**config.mk**
```make
export PLATFORM = sky130hd
export DESIGN_NAME = encoder_4_2_stream
export DESIGN_NICKNAME = d
export VERILOG_FILES = /design/src/rtl/enc_pkg.sv /design/src/rtl/enc_4_2_core.sv /design/src/rtl/encoder_4_2_stream.sv
export SDC_FILE = /design/constraint.sdc
export NUM_CORES = 1
export LEC_CHECK = 0
export CAP_MARGIN = 30
export CORE_MARGIN = 3
export CORE_UTILIZATION = 40
export CTS_CLUSTER_DIAMETER = 200
export DETAILED_ROUTE_END_ITERATION = 6
export GPL_TIMING_DRIVEN = 0
export PLACE_DENSITY_LB_ADDON = 0.08
export SYNTH_ARGS = -nofsm -noshare
export SYNTH_HDL_FRONTEND = slang
export SYNTH_SLANG_ARGS = --single-unit
```
**constraint.sdc**
```tcl
create_clock -name clk -period 4.7 [get_ports clk]
set_clock_uncertainty 0.1 [all_clocks]
set_input_delay 0.94 -clock clk [delete_from_list [all_inputs] [get_ports clk]]
set_output_delay 0.94 -clock clk [all_outputs]
set_load 0.005 [all_outputs]
```
**src/rtl/enc_pkg.sv**
```systemverilog
// enc_pkg: shared constants and types for the 4-to-2 streaming encoder.
//   LINES  - number of one-hot select lines entering the encoder
//   CODE_W - width of the binary index produced
//   line_t - line vector type, bit k set means line k is active
//   code_t - encoded index type
package enc_pkg;

    localparam int LINES  = 4;
    localparam int CODE_W = 2;

    typedef logic [LINES-1:0]  line_t;
    typedef logic [CODE_W-1:0] code_t;

endpackage

```
**src/rtl/enc_4_2_core.sv**
```systemverilog
// enc_4_2_core: combinational 4-to-2 encoder.
// Build option: ENC_PRIORITY_EN
//   defined   - multi-hot input is legal, y is the index of the highest set
//               line; only the all-zero vector is flagged as an error.
//   undefined - strict one-hot; any vector without exactly one set line is
//               flagged as an error and encodes to 0.
// Ports:
//   i   in  line vector
//   y   out encoded index
//   err out input vector is illegal
module enc_4_2_core
    import enc_pkg::*;
(
    input  line_t i,
    output code_t y,
    output logic  err
);

    always_comb begin
        y   = '0;
        err = 1'b0;
`ifdef ENC_PRIORITY_EN
        if (i[3]) begin
            y = 2'd3;
        end else if (i[2]) begin
            y = 2'd2;
        end else if (i[1]) begin
            y = 2'd1;
        end else if (i[0]) begin
            y = 2'd0;
        end else begin
            err = 1'b1;
        end
`else
        case (i)
            4'b0001: y = 2'd0;
            4'b0010: y = 2'd1;
            4'b0100: y = 2'd2;
            4'b1000: y = 2'd3;
            default: err = 1'b1;
        endcase
`endif
    end

endmodule

```
**src/rtl/encoder_4_2_stream.sv**
```systemverilog
// encoder_4_2_stream: registered 4-to-2 encoder with valid/ready handshake
// and a saturating count of illegal words accepted.
// Build option: ENC_PRIORITY_EN (selects priority vs strict one-hot encoding,
// see enc_4_2_core).
// Parameters:
//   CNT_W - width of the saturating error counter
// Ports:
//   clk       in  rising-edge clock
//   rst       in  asynchronous active-high reset
//   in_valid  in  input word valid
//   in_ready  out block can accept a word this cycle
//   i         in  line vector
//   out_valid out registered output valid
//   out_ready in  downstream accepts output
//   y         out encoded index
//   out_err   out the word currently held was illegal
//   err_cnt   out number of illegal words accepted, saturating
module encoder_4_2_stream
    import enc_pkg::*;
#(
    parameter int CNT_W = 8
) (
    input  logic             clk,
    input  logic             rst,
    input  logic             in_valid,
    output logic             in_ready,
    input  logic [3:0]       i,
    output logic             out_valid,
    input  logic             out_ready,
    output logic [1:0]       y,
    output logic             out_err,
    output logic [CNT_W-1:0] err_cnt
);

    function automatic logic [CNT_W-1:0] sat_inc(input logic [CNT_W-1:0] c);
        if (&c) begin
            return c;
        end
        return c + CNT_W'(1);
    endfunction

    code_t            enc_y_p0;
    logic             enc_err_p0;
    logic             accept_p0;

    logic             vld_p1;
    code_t            y_p1;
    logic             err_p1;
    logic [CNT_W-1:0] cnt_p1;

    // ---- stage 0: combinational encode and handshake decision ----
    enc_4_2_core u_core (
        .i   (line_t'(i)),
        .y   (enc_y_p0),
        .err (enc_err_p0)
    );

    // Ready whenever the output slot is empty or being drained this cycle,
    // so a continuous stream flows without bubbles.
    assign in_ready  = !vld_p1 || out_ready;
    assign accept_p0 = in_valid && in_ready;

    // ---- stage 1: output register and error counter ----
    always_ff @(posedge clk or posedge rst) begin
        if (rst) begin
            vld_p1 <= 1'b0;
            y_p1   <= '0;
            err_p1 <= 1'b0;
            cnt_p1 <= '0;
        end else if (accept_p0) begin
            vld_p1 <= 1'b1;
            y_p1   <= enc_y_p0;
            err_p1 <= enc_err_p0;
            if (enc_err_p0) begin
                cnt_p1 <= sat_inc(cnt_p1);
            end
        end else if (out_ready) begin
            // Drained with nothing new: data holds its last value.
            vld_p1 <= 1'b0;
        end
    end

    assign out_valid = vld_p1;
    assign y         = y_p1;
    assign out_err   = err_p1;
    assign err_cnt   = cnt_p1;

endmodule
```
Word level (Yosys, flattened, before mapping)
Index checks and enable logic that the tools add are counted.
- $add $sub $neg: 1
- shifts and indexed selects: 0
- multiply operators: 0
- bitwise logic cells: 1
- reduce and logical (&&, ||, !) cells: 7
- $lt $le $gt $ge: 0
- div/mod/pow operators: 0
- equality and inequality tests: 5
- mux-type cells: 8
- operators by type and width (kind ; number):
    $add 8x1->8 const B ; 1
    $mux 8 ; 1
    $reduce_and 8->1 ; 1
    $mux 1 ; 6
    $pmux 2 s3 ; 1
    $eq 4x1->1 const B ; 1
    $eq 4x2->1 const B ; 1
    $eq 4x3->1 const B ; 1
    $eq 4x4->1 const B ; 1
    $reduce_or 4->1 ; 1
    $reduce_and 3->1 ; 1
    $ne 2x2->1 const B ; 1
    $reduce_bool 2->1 ; 1
    $logic_and 1x1->1 ; 1
    $logic_not 1->1 ; 1
    $logic_or 1x1->1 ; 1
    $not 1->1 ; 1
- logic and storage cells: 26
- latch bits: 0
- bits in registers: 12
- memories kept: 0
- ROM bits: 0
- bits of input ports: 8
- RAM bits: 0

Depth between registers and ports, before layout
Gate-level depths: netlist of run 1.
- depth after elaboration: 6
- mapped depth: 5

Modules after synthesis
A second synthesis of run 1 with hierarchy kept.
- cells, all modules: 59
- area total of the unflattened synthesis: 634.4 um2
- modules (own cells, without submodules) (module ; cells an instance ; area each (um2) ; instances):
    encoder_4_2_stream ; 52 ; 579.3 ; 1
    enc_4_2_core ; 7 ; 55.1 ; 1

Least setup slack after synthesis of run 1
OpenSTA, ideal clock, no wires.
- path kind: input-to-output
- from: input out_ready
- to: output in_ready
- data required time: 3.660 ns
- arrival: 1.140 ns
- cell stages on the path: 1
- buffers on the path: 0
- slack: 2.520 ns
- cell sequence: nand2b_1
- longest elaborated chain between the ends: 1
- ends and longest elaborated chain (element ; line ; text):
    start: declaration ; encoder_4_2_stream.sv:29 ; input logic out_ready,
    $logic_or 1x1->1 ; encoder_4_2_stream.sv:60 ; assign in_ready = !vld_p1 || out_ready;
    end: declaration ; encoder_4_2_stream.sv:26 ; output logic in_ready,
No other way between the ends.

Worst setup path in the final report of run 1
Ends and elaborated chain as after synthesis.

==> metrics.md, run 1 <==
| Metric | Value |
|---|---|
| P&R area growth vs syn | `42.0%` |
| CTS tree | `yes` |
| Max Clk Rate | `317 MHz` |
| Core area | `0.00137 sq mm` |
| Vias | `476` |
| TritonCTS Buffers | `3` |
| Die Wd | `45.0 microns` |
| Cell area after synthesis | `608 sq um` |
| Clock buffer depth | `2` |
| WP buf/inv | `2` |
| CTS root buffer | `clkbuf_4` |
| Post-CTS Resized | `0` |
| Setup crit end kind | `primary output` |
| Fin crit period | `3160 ps` |
| Post-CTS Setup Bufs | `0` |
| Post-synthesis sequential area ratio | `0.494` |
| Post-synth top area cell | `dfrtp_1` |
| Routed len/inst | `13.2 microns` |
| Synthesized Nets | `62` |
| Worst vdd ir | `273 uV` |
| Total track usage | `0.148` |
| Die area | `0.00202 sq mm` |
| Slew Viols, Final | `0` |
| CTS Hold Buffers Added | `0` |
| Slowest cell on the critical path | `clkdlybuf4s50_1` |
| Vias in the first global route | `497` |
| Total grt overflow | `0` |
| Warnings, synthesis | `0` |
| Share of cells above drive strength 1 | `0.130` |
| Chip height | `45.0 microns` |
| Row count | `13` |
| CP Cell Sequence | `clkdlybuf4s50_1 -> nand2b_1 -> clkdlybuf4s50_1` |
| PwrDens | `435 mW/mm^2` |
| Iter 0 DRT Violations | `5` |
| Setup total negative slack | `0 ps` |
| Syn Area/Cell | `11.5 sq um` |
| Global-route wire length before repair | `2.21 mm` |
| Fin crit share | `0.672` |
| Post-route ant nets | `0` |
| Synth Register Bits | `12` |
| Top cells by area, synth | `dfrtp_1, xor2_1, o311ai_4` |
| DR pass1 iterations | `4` |
| Req. time, crit path | `3660 ps` |
| Nets | `87` |
| Crit path kind | `in -> out` |
| Design Power | `0.376 mW` |
| Placed cell count | `88` |
| HP Class | `reg -> reg` |
| Post-Route WL | `1.22 mm` |
| Post-DP HPWL | `956 microns` |
| Status | `complete, no violations` |
| Fill count | `131` |
| Final setup viols | `0` |
| CP startpoint kind | `input pin` |
| Total area of sequential cells | `300 sq um` |
| Hold_ws | `384 ps` |
| Post-Synthesis Cells | `53` |
| TritonCTS Sinks | `12` |
| CTS H-tree depth | `1` |
| Most used cell, CP | `clkdlybuf4s50_1` |
| Final hold violations | `0` |
| Most common cell after layout, fill and taps aside | `clkdlybuf4s50_1` |
| Area of the multi-input gates | `300 sq um` |
| Placer Congestion | `0.733` |
| Initial antenna violation count | `0` |
| Synth top area share | `0.494` |
| Initial Util | `0.445` |
| Drc violations | `0` |
| Top-Level Pins | `21` |
| Worst-path fanout max | `4` |
| Crit path DAT | `2120 ps` |
| Antenna cell count | `0` |
| Clock insertion delay at the later pin of the skew report | `260 ps` |
| RSZ-0062 raised after global routing | `no` |
| Placed Area | `827 sq um` |
| Clock transition at the registers of the reported paths | `70 ps` |
| Worst-margin pin slew | `456 ps` |
| Port bufs | `20` |
| Non-filler cells in the finished layout | `92` |
| Synth cell types | `19` |
| LEAKAGE | `0.362 nW` |
| Commonest non-fill, non-tap cells in the layout | `clkdlybuf4s50_1, dfrtp_1, nand2_1, xor2_1` |
| Largest net degree at the start of global routing | `13` |
| Slew HR | `0.695` |
| Cell area after layout | `863 sq um` |
| CP delay by family, top | `buffers and inverters` |
| Via density | `5.17` |
| Crit-path max cell delay | `530 ps` |
| Maxcap violations | `0` |
final timing paths:
check | endpoint | depth (start not counted) | start | slack (ps)
setup / recovery | in_ready | 3 | out_ready | 1540
hold / removal | out_err | 2 | out_err | 380
setup reg to reg | err_cnt[1] | 5 | err_cnt[0] | 3050
hold reg to reg | out_err | 2 | out_err | 380
max in group asynchronous | err_cnt[2] | 2 | rst | 3300
min in group asynchronous | err_cnt[3] | 2 | rst | 880
kinds of logic (layout without fill, tap and decap cells):
logic type      count (synthesis)  after routing  synth area share
xor+xnor                        8              8             0.115
buf+inv                         2             26            0.0124
compound gates                  4              4            0.0926
flops                          12             12             0.494
mux                             4              4            0.0802
fa+ha+maj                       1              1            0.0206
simple gates                   22             22             0.185
flip-flops by register name (all words and copies together), names as in the netlist:
name       flops
out_err        1
out_valid      1
err_cnt        8
y              2
metrics by stage:
step,util,setup slack (ps)
after global placement,0.605,1540
after floorplan,-,2520
after detailed placement,0.605,1540
final,0.632,1540
after global routing,0.632,1490
after CTS,0.632,1530
power by group:
part / internal (mW) / switching (mW) / total [mW]
registers: 0.130 / 0.0354 / 0.166
clock network: 0.0470 / 0.0318 / 0.0788
logic: 0.0823 / 0.0489 / 0.131
worst min-delay path, cell delays in order, from the launching register on:
cell     delay (ps)
dfrtp_1         340
nand2_1          50
o21ai_0          60
cell usage after synthesis:
library cell / instances
ha_1: 1
nor4_1: 3
nand4_1: 1
xnor2_1: 3
mux2_1: 1
xor2_1: 5
nor3_1: 4
nand2_1: 6
mux2_4: 1
o311ai_4: 1
inv_1: 2
o41ai_1: 1
nand3_1: 4
nand2b_1: 3
nor2_2: 1
o21ai_0: 1
dfrtp_1: 12
o32ai_2: 1
mux2_2: 2
cell type report:
cell class                      instances  area share
Clock buffer                            4      0.0420
Multi-Input combinational cell         39       0.348
Timing Repair Buffer                   20       0.232
Sequential cell                        12       0.348
Tap cell                               15      0.0217
Inverter                                2     0.00870
routing by layer:
layer	vias to the layer above	part of all wire	GRT usage
met2	16	0.47	0.229
met3	2	0.080	0.0279
met1	220	0.44	0.205
met4	0	0.0049	0.0526
met5	-	0	0
li1	238	-	-
Power figures use the tool's default switching activity.
==> inputs of run 2 (changes only) <==
clock period = 3.3 ns   (was 4.7 ns; I/O delays follow)
==> results of run 2 <==
The final DEF is identical to that of run 1. Status: complete, no violations.
Main changes from that run: setup slack after placement 1540 ps -> 703 ps; setup slack after layout 1540 ps -> 704 ps; register-to-register setup slack 3050 ps -> 1650 ps; total power 0.376 mW -> 0.535 mW; worst IR drop on VDD 273 uV -> 389 uV
==> inputs of run 3 (changes only) <==
CORE_UTILIZATION = 38   (was 40)
clock period = 2.2 ns   (was 3.3 ns; I/O delays follow)
==> run 3 against run 2 <==
Compared with the run above: die area is 4.5% higher; power is 43% higher; clock power is 17% higher; sequential cell count stayed put; utilization is 2.3 points lower; global-route usage is 0.28 points higher; register-to-register slack worse by 1100 ps; sequential share of layout area is 0.46 points higher; final area is 1.3% lower; critical endpoint unchanged.
==> metrics.md, run 3 (synthesized netlist as in run 1, its figures left out) <==
| Metric | Value |
|---|---|
| Clock buffer depth | `2` |
| DR pass1 iterations | `2` |
| Placer Congestion | `0.748` |
| Top-Level Pins | `21` |
| Maxcap violations | `0` |
| Crit path DAT | `1560 ps` |
| Crit-path max cell delay | `510 ps` |
| Cell area after layout | `852 sq um` |
| Drc violations | `0` |
| Global-route wire length before repair | `2.23 mm` |
| Final setup viols | `0` |
| Post-route ant nets | `0` |
| Setup crit end kind | `primary output` |
| Non-filler cells in the finished layout | `91` |
| LEAKAGE | `0.355 nW` |
| Port bufs | `20` |
| Total track usage | `0.150` |
| Post-Route WL | `1.26 mm` |
| Fin crit share | `0.953` |
| Status | `complete, no violations` |
| Placed cell count | `88` |
| Post-CTS Resized | `0` |
| Die Wd | `46 microns` |
| Largest net degree at the start of global routing | `13` |
| Crit path kind | `in -> out` |
| Post-CTS Setup Bufs | `0` |
| Total area of sequential cells | `300 sq um` |
| Slew HR | `0.690` |
| CP startpoint kind | `input pin` |
| Iter 0 DRT Violations | `4` |
| Clock transition at the registers of the reported paths | `70 ps` |
| PwrDens | `899 mW/mm^2` |
| Row count | `13` |
| Vias in the first global route | `529` |
| Total grt overflow | `0` |
| Antenna cell count | `0` |
| TritonCTS Buffers | `3` |
| Worst vdd ir | `632 uV` |
| Initial antenna violation count | `0` |
| Design Power | `0.766 mW` |
| Final hold violations | `0` |
| Clock insertion delay at the later pin of the skew report | `270 ps` |
| Slowest cell on the critical path | `clkdlybuf4s50_1` |
| Share of cells above drive strength 1 | `0.132` |
| Placed Area | `827 sq um` |
| Initial Util | `0.435` |
| Die area | `0.00212 sq mm` |
| WP buf/inv | `2` |
| CP Cell Sequence | `clkdlybuf4s50_1 -> nand2b_2 -> clkdlybuf4s50_1` |
| Hold_ws | `377 ps` |
| Post-DP HPWL | `955 microns` |
| CTS root buffer | `clkbuf_4` |
| TritonCTS Sinks | `12` |
| Vias | `495` |
| CTS tree | `yes` |
| Slew Viols, Final | `0` |
| Setup total negative slack | `0 ps` |
| Fill count | `113` |
| Via density | `5.44` |
| Req. time, crit path | `1660 ps` |
| CTS H-tree depth | `1` |
| CTS Hold Buffers Added | `0` |
| Largest register FFs | `8` |
| Max Clk Rate | `477 MHz` |
| Worst-path fanout max | `4` |
| Core area | `0.00140 sq mm` |
| Most used cell, CP | `clkdlybuf4s50_1` |
| Most common cell after layout, fill and taps aside | `clkdlybuf4s50_1` |
| CP delay by family, top | `buffers and inverters` |
| Commonest non-fill, non-tap cells in the layout | `clkdlybuf4s50_1, dfrtp_1, nand2_1, xor2_1` |
| Chip height | `46 microns` |
| Routed len/inst | `13.8 microns` |
| RSZ-0062 raised after global routing | `no` |
| Area of the multi-input gates | `303 sq um` |
| HP Class | `in -> async` |
| Worst-margin pin slew | `464 ps` |
| Nets | `87` |
| Fin crit period | `2100 ps` |
| P&R area growth vs syn | `40.1%` |
==> run 3: cell count changes in the layout (fill, tap and decap cells not counted) <==
cell,before,now
clkbuf_8,1,0
nand2b_1,3,2
nand2b_2,0,1
==> run 3: per-stage QoR <==
stage | setup slack, ps | utilization
after global placement | -87.8 | 0.591
after detailed placement | -91.0 | 0.591
after CTS | 19.8 | 0.607
final | 103 | 0.609
after floorplan | 557 | -
after global routing | 53.5 | 0.609
==> run 3: metal layers <==
| metal | GRT usage | wire length [microns] | vias up |
|---|---|---|---|
| met1 | 0.190 | 540 | 235 |
| met2 | 0.236 | 597 | 19 |
| met3 | 0.0395 | 103 | 3 |
| li1 | - | - | 238 |
| met5 | 0 | 0 | - |
| met4 | 0.0682 | 17 | 0 |
==> run 3: report_power, final <==
part	total, mW	leakage [nW]	switching (mW)	internal, mW
combinational	0.276	0.190	0.101	0.175
sequential	0.359	0.151	0.0799	0.279
clock	0.131	0.0138	0.0677	0.0633
==> run 3: cell type report <==
type | count | area share
multi-input combinational | 39 | 0.355
inverter | 2 | 0.00881
tap | 15 | 0.0220
timing repair buffer | 20 | 0.235
sequential | 12 | 0.352
clock buffer | 3 | 0.0264
==> run 3: path summary, 6_finish.rpt <==
kind                       startpoint          to  slack, ps  depth (start not counted)
min reg2reg                   out_err     out_err        380                          2
max reg2reg                err_cnt[0]  err_cnt[1]        570                          5
min in group clk              out_err     out_err        380                          2
max                         out_ready    in_ready        100                          3
max in group asynchronous         rst  err_cnt[6]       1310                          2
min                               rst        y[1]        380                          2
